`src/rtl/mbist_pkg.sv`:
```
`default_nettype none
// +---------------------------------------------------------------------------+
// | mbist_pkg: shared types and March C- element tables for the MBIST engine  |
// | Revision: 1.0                                                             |
// +---------------------------------------------------------------------------+
package mbist_pkg;

  localparam int ADDR_W_DEF = 6;
  localparam int DATA_W_DEF = 8;

  typedef enum logic [1:0] {
    IDLE  = 2'd0,
    RUN   = 2'd1,
    DRAIN = 2'd2,
    DONE  = 2'd3
  } state_t;

  typedef logic [2:0] march_elem_t;

  localparam march_elem_t E0 = 3'd0;
  localparam march_elem_t E1 = 3'd1;
  localparam march_elem_t E2 = 3'd2;
  localparam march_elem_t E3 = 3'd3;
  localparam march_elem_t E4 = 3'd4;
  localparam march_elem_t E5 = 3'd5;

  function automatic logic elem_down(input march_elem_t e);
    return (e == E3) || (e == E4);
  endfunction

  function automatic logic elem_two_ops(input march_elem_t e);
    return (e != E0) && (e != E5);
  endfunction

  // Polarity 1 selects the complemented background.
  function automatic logic elem_rd_pol(input march_elem_t e);
    return (e == E2) || (e == E4);
  endfunction

  function automatic logic elem_wr_pol(input march_elem_t e);
    return (e == E1) || (e == E3);
  endfunction

endpackage
`default_nettype wire

```
`src/rtl/mbist_march_controller_addr_gen.sv`:
```
`default_nettype none
// +---------------------------------------------------------------------------+
// | mbist_addr_gen: loadable up/down address counter with terminal flag       |
// | Revision: 1.0                                                             |
// +---------------------------------------------------------------------------+
module mbist_addr_gen #(
  parameter int ADDR_W = 6
) (
  input  logic              clk,
  input  logic              rst,
  input  logic              load,
  input  logic              load_down,
  input  logic              step,
  output logic [ADDR_W-1:0] addr,
  output logic              last
);

  logic r_down;

  always_ff @(posedge clk) begin
    if (rst) begin
      addr   <= '0;
      r_down <= 1'b0;
    end else if (load) begin
      addr   <= load_down ? '1 : '0;
      r_down <= load_down;
    end else if (step) begin
      addr   <= r_down ? addr - ADDR_W'(1) : addr + ADDR_W'(1);
    end
  end

  assign last = r_down ? (addr == '0) : (addr == '1);

endmodule
`default_nettype wire

```
`src/rtl/mbist_march_controller.sv`:
```
`default_nettype none
// +---------------------------------------------------------------------------+
// | mbist_march_controller: March C- BIST engine driving a single-port RAM    |
// | Revision: 1.0                                                             |
// +---------------------------------------------------------------------------+
module mbist_march_controller
  import mbist_pkg::*;
#(
  parameter int                ADDR_W  = ADDR_W_DEF,
  parameter int                DATA_W  = DATA_W_DEF,
  parameter logic [DATA_W-1:0] DATA_BG = {DATA_W{1'b0}},
  parameter int                CNT_W   = 8
) (
  input  logic              clk,
  input  logic              rst,
  input  logic              start,
  output logic              bist_active,
  output logic              done,
  output logic              fail,
  output logic [ADDR_W-1:0] fail_addr,
  output logic [2:0]        fail_elem,
  output logic [DATA_W-1:0] fail_data,
  output logic [CNT_W-1:0]  err_count,
  output logic              we,
  output logic [ADDR_W-1:0] ramaddr,
  output logic [DATA_W-1:0] ramin,
  input  logic [DATA_W-1:0] ramout
);

  state_t            r_state;
  march_elem_t       r_elem;
  logic              r_phase;
  logic              r_ops_done;
  logic              r_cmp_valid;
  logic [DATA_W-1:0] r_cmp_exp;
  logic [ADDR_W-1:0] r_cmp_addr;
  march_elem_t       r_cmp_elem;
  logic              r_chk_valid;
  logic [DATA_W-1:0] r_chk_exp;
  logic [ADDR_W-1:0] r_chk_addr;
  march_elem_t       r_chk_elem;

  logic [ADDR_W-1:0] w_gen_addr;
  logic              w_gen_last;
  logic              w_parked, w_issue, w_rewind, w_is_write;
  logic              w_addr_end, w_elem_end, w_miscompare;
  logic              w_gen_load, w_gen_load_down, w_gen_step;
  logic [DATA_W-1:0] w_op_data;
  march_elem_t       w_next_elem;

  // The sequencer is parked on E0/address 0 whenever it is not running, so the
  // cycle that accepts start can already issue the first write.
  assign w_parked        = (r_state == IDLE) || (r_state == DONE);
  assign w_issue         = w_parked ? start : ((r_state == RUN) && !r_ops_done);
  assign w_rewind        = (r_state != RUN) && !w_issue;
  assign w_is_write      = (r_elem == E0) || r_phase;
  assign w_op_data       = (w_is_write ? elem_wr_pol(r_elem) : elem_rd_pol(r_elem))
                           ? ~DATA_BG : DATA_BG;
  assign w_addr_end      = !elem_two_ops(r_elem) || r_phase;
  assign w_elem_end      = w_addr_end && w_gen_last;
  assign w_next_elem     = r_elem + 3'd1;
  assign w_gen_load      = w_rewind || (w_issue && w_elem_end);
  assign w_gen_load_down = !w_rewind && elem_down(w_next_elem);
  assign w_gen_step      = w_issue && w_addr_end && !w_gen_last;
  assign w_miscompare    = r_chk_valid && (ramout != r_chk_exp);

  mbist_addr_gen #(.ADDR_W(ADDR_W)) u_addr_gen (
    .clk       (clk),
    .rst       (rst),
    .load      (w_gen_load),
    .load_down (w_gen_load_down),
    .step      (w_gen_step),
    .addr      (w_gen_addr),
    .last      (w_gen_last)
  );

  always_ff @(posedge clk) begin
    if (rst) begin
      r_state     <= IDLE;
      r_elem      <= E0;
      r_phase     <= 1'b0;
      r_ops_done  <= 1'b0;
      bist_active <= 1'b0;
      done        <= 1'b0;
      fail        <= 1'b0;
      fail_addr   <= '0;
      fail_elem   <= '0;
      fail_data   <= '0;
      err_count   <= '0;
      we          <= 1'b0;
      ramaddr     <= '0;
      ramin       <= '0;
      r_cmp_valid <= 1'b0;
      r_cmp_exp   <= '0;
      r_cmp_addr  <= '0;
      r_cmp_elem  <= E0;
      r_chk_valid <= 1'b0;
      r_chk_exp   <= '0;
      r_chk_addr  <= '0;
      r_chk_elem  <= E0;
    end else begin
      if (w_rewind) begin
        r_elem     <= E0;
        r_phase    <= 1'b0;
        r_ops_done <= 1'b0;
      end else if (w_issue) begin
        if (!w_addr_end) begin
          r_phase <= 1'b1;
        end else begin
          r_phase <= 1'b0;
          if (w_gen_last) begin
            if (r_elem == E5) r_ops_done <= 1'b1;
            else              r_elem     <= w_next_elem;
          end
        end
      end

      we <= w_issue && w_is_write;
      if (w_issue)               ramaddr <= w_gen_addr;
      if (w_issue && w_is_write) ramin   <= w_op_data;

      // Stage 1 rides with the RAM address; stage 2 lines up with ramout.
      r_cmp_valid <= w_issue && !w_is_write;
      r_cmp_exp   <= w_op_data;
      r_cmp_addr  <= w_gen_addr;
      r_cmp_elem  <= r_elem;
      r_chk_valid <= r_cmp_valid;
      r_chk_exp   <= r_cmp_exp;
      r_chk_addr  <= r_cmp_addr;
      r_chk_elem  <= r_cmp_elem;

      if (w_miscompare) begin
        fail <= 1'b1;
        if (err_count != '1) err_count <= err_count + CNT_W'(1);
        if (!fail) begin
          fail_addr <= r_chk_addr;
          fail_elem <= r_chk_elem;
          fail_data <= ramout;
        end
      end

      case (r_state)
        IDLE, DONE: begin
          if (start) begin
            r_state     <= RUN;
            bist_active <= 1'b1;
            done        <= 1'b0;
            fail        <= 1'b0;
            fail_addr   <= '0;
            fail_elem   <= '0;
            fail_data   <= '0;
            err_count   <= '0;
          end
        end
        RUN: begin
          if (r_ops_done) r_state <= DRAIN;
        end
        DRAIN: begin
          r_state     <= DONE;
          bist_active <= 1'b0;
          done        <= 1'b1;
        end
        default: r_state <= IDLE;
      endcase
    end
  end

endmodule
`default_nettype wire
```
`config.mk`:
```
export PLATFORM = sky130hd
export DESIGN_NAME = mbist_march_controller
export DESIGN_NICKNAME = d
export VERILOG_FILES = /design/src/rtl/mbist_pkg.sv /design/src/rtl/mbist_march_controller_addr_gen.sv /design/src/rtl/mbist_march_controller.sv
export SDC_FILE = /design/constraint.sdc
export NUM_CORES = 1
export LEC_CHECK = 0
export BUFFER_PORTS_ARGS = -buffer_cell sky130_fd_sc_hd__buf_4
export CAP_MARGIN = 20
export CORE_MARGIN = 2
export CORE_UTILIZATION = 50
export CTS_CLUSTER_DIAMETER = 150
export DETAILED_ROUTE_END_ITERATION = 10
export GPL_TIMING_DRIVEN = 0
export PLACE_DENSITY = 0.77
export RECOVER_POWER = 100
export SYNTH_ARGS = -nofsm -noshare
export SYNTH_HDL_FRONTEND = slang
export SYNTH_HIERARCHICAL = 1
export SYNTH_SLANG_ARGS = --single-unit
```
`constraint.sdc`:
```
create_clock -name clk -period 2.4 [get_ports clk]
set_input_delay 0.24 -clock clk [delete_from_list [all_inputs] [get_ports clk]]
set_output_delay 0.24 -clock clk [all_outputs]
set_load 0.05 [all_outputs]
```
==> summary.md <==
| Metric | Value |
|---|---|
| Commonest non-fill, non-tap cell in the layout | `dfxtp_1` |
| Final hold violation count | `0` |
| Ys async rst share | `0%` |
| Setup WS post-layout | `0.0919 ns` |
| N_diodes | `0` |
| CP Buf/Inv Count | `3` |
| Clock Latency Late Sink | `0.35 ns` |
| Setup crit end kind | `flop` |
| Register Area | `0.00145 mm²` |
| Vias/cell | `5.38` |
| Synthesized Nets | `382` |
| Most frequent cells in the layout | `dfxtp_1 (71), clkbuf_1 (49), a21oi_1 (34)` |
| Cell taking the most area after synthesis | `dfxtp_1` |
| CTS tree | `done` |
| Critical-path cell list | `inv_2 -> or4_1 -> o41ai_4 -> buf_4 -> nor3_4 -> clkbuf_4 -> a211o_1 -> a21oi_1` |
| Final Max Tran Viols | `0` |
| Multi-input gate area | `0.00167 mm²` |
| P_leak | `~1.5 nW` |
| Startpoint class of the critical path | `flop` |
| Layout cells sized above 1 | `between 10% and 20%` |
| Gate Count Post-Synth | `358` |
| Placer congestion estimate | `0.819` |
| Area after DPL | `about 0.0038 mm²` |
| Via count of the routed design | `2734` |
| Initial Util | `51.6%` |
| Clock Tree Buf Depth | `2` |
| Root Buffer | `clkbuf_8` |
| Drt drc | `0` |
| WP data arrival | `2.59 ns` |
| Total die area | `0.00717 mm²` |
| Largest stage delay on the critical path | `0.57 ns` |
| DRT antenna net count | `0` |
| Cell variety after synth | `56` |
| Cell family with most CP delay | `compound AO/OA/AOI/OAI gates` |
| Seq/Total Area, Yosys | `around 44%` |
| Final critical-path required period | `2.31 ns` |
| Die height | `84.7 µm` |
| Area growth syn-to-layout | `22.1%` |
| Max-Cap Viols | `0` |
| Fin Hold WS | `between 0.15 and 0.2 ns` |
| Final Total Pwr | `~0.0036 W` |
| Total wire length | `7030 µm` |
| Synth Cell Area | `between 0.003 and 0.004 mm²` |
| Worst-path maximum fanout | `10` |
| Reg clk slew, reported paths | `0.08 ns` |
| Clock Sinks | `between 70 and 80` |
| Main flop type after synthesis | `dfxtp_1` |
| Fillers | `548` |
| Synth Register Bits | `slightly above 70` |
| Gr usage total | `19.7%` |
| # rows | `29` |
| Routed WL per cell | `~14 µm` |
| Mapped Avg Cell Area | `9.09 µm²` |
| Detailed Place HPWL | `between 4000 and 5000 µm` |
| VDD IR max | `0.000678 V` |
| Largest net degree at the start of global routing | `14` |
| Width of the die | `84.7 µm` |
| First-pass GRT wire length | `11500 µm` |
| H-tree depth | `3` |
| Ys Warns | `6` |
| Fmax | `433 MHz` |
| Outcome | `finished, final reports clean` |
| Worst slack, placed | `-0.444 ns` |
| Cts bufs inserted | `9` |
| Final instance area | `0.00397 mm²` |
| Worst min-delay path class | `in -> reg` |
| NumNets Final | `450` |
| I/O pins | `54` |
| Yosys top cell area share | `44.3%` |
| Worst Path Required | `2.68 ns` |
| Top cells by area, synth | `dfxtp_1 (44%), a21oi_1 (5.4%), mux2i_1 (4.9%)` |
| # setup viols final | `0` |
| Number of global-route vias before repair | `2490` |
| Period utilisation layout | `96.2%` |
| Pre-Repair DR Iteration Count | `4` |
| Crit path kind | `reg -> reg` |
| Fin util | `between 60% and 70%` |
| Slew headroom | `58.2%` |
| Count of port buffers added during placement | `53` |
| Max Clock Skew | `0.00991 ns` |
| Initial antenna violation count | `0` |
| Post-synth EDFFs | `0` |
| Core Region | `0.00631 mm²` |
| P per Cell Area | `between 800 and 900 mW/mm²` |
| Crit path max-delay cell type | `or4_1` |
| Worst slew pin tran | `0.629 ns` |
| Total grt overflow | `0` |
| Hold Buf Count CTS | `0` |
| Initial drt markers | `between 100 and 150` |
## cells in the mapped netlist, types with 2 or more instances
library cell	count
mux2i_1	16
nor3_1	6
buf_6	2
nand2_1	16
nor2_1	29
nand2b_1	9
o31ai_1	2
buf_4	9
ha_1	12
nor2b_1	21
nor4bb_1	2
dfxtp_1	72
or2_2	2
nand3_1	23
or3_1	3
and2_1	2
and3_1	2
xor2_1	3
buf_2	8
o21a_1	3
clkbuf_1	4
and4_1	3
buf_1	2
nor4_1	5
o21ai_0	23
a211oi_1	2
inv_1	12
nor3b_1	2
a21oi_1	35
a31oi_1	2
## layout make-up
class	instances	area share, %
repair buffers	57	6.61
well taps	77	2.42
clock buffers	9	3.12
clock inverters	7	4.19
inverters	13	1.23
plain buffers	25	4.09
multi-input cells	248	42.0
flip-flops and latches	72	36.4
## what timing repair did
action | 4_1_cts | 5_1_grt
resized for setup | 10 | 8
pin swaps | 2 | 2
setup buffers | 2 | 2
endpoints found under the setup margin | 8 | 6
## routing by layer
| layer | vias to the layer above | global-route usage, % | wire length, µm |
|---|---|---|---|
| li1 | 1390 | - | - |
| met1 | 1267 | 24.4 | 3270 |
| met2 | 61 | 32.4 | 3270 |
| met3 | 16 | 5.01 | 318 |
| met4 | 0 | 9.24 | 171 |
| met5 | - | 0 | 0 |
## worst reg2reg max path, delay by kind of cell (launching register included)
kind                   cells  cell delay (ns)
buffers and inverters      3             0.45
AOI/OAI and AO/OA          3             0.76
and+or+nand+nor            2             0.62
DFF                        1             0.41
## path summary, 6_finish.rpt
check | start | endpoint | slack [ns] | cells past startpoint
min reg2reg | r_cmp_addr[4] | r_chk_addr[4] | 0.43 | 1
max | u_addr_gen/r_down | u_addr_gen/addr[1] | 0.09 | 8
min | ramout[5] | fail_data[5] | 0.17 | 3
max reg2reg | u_addr_gen/r_down | u_addr_gen/addr[1] | 0.09 | 8
## kinds of logic after synthesis
group	after synthesis	synth area share, %
buf+inv	38	6.19
mux	16	4.92
fa+ha+maj	13	5.23
compound gates	80	15.1
flops	72	44.3
simple gates	135	23.3
xor+xnor	4	1.08
## stage by stage
step | std cells | TNS [ns]
after CTS | 506 | 0
after floorplan | 358 | 0
after global routing | 508 | -0.000637
final | 508 | 0
after global placement | 488 | -2.78
after detailed placement | 488 | -2.75
## sequential cells by signal (all words and copies together), names as in the netlist, 6 cells and up
| register | flops |
|---|---|
| err_count | 8 |
| fail_addr | 6 |
| fail_data | 8 |
| r_chk_addr | 6 |
| r_cmp_addr | 6 |
| ramaddr | 6 |
| u_addr_gen/addr | 6 |
## report_power, final
| part | switching (W) | internal [W] | total (W) |
|---|---|---|---|
| clock network | 0.000473 | 0.000904 | 0.00138 |
| logic | 0.000490 | 0.000305 | 0.000796 |
| registers | 0.0000929 | 0.00129 | 0.00138 |
(Power assumes the default switching activity.)
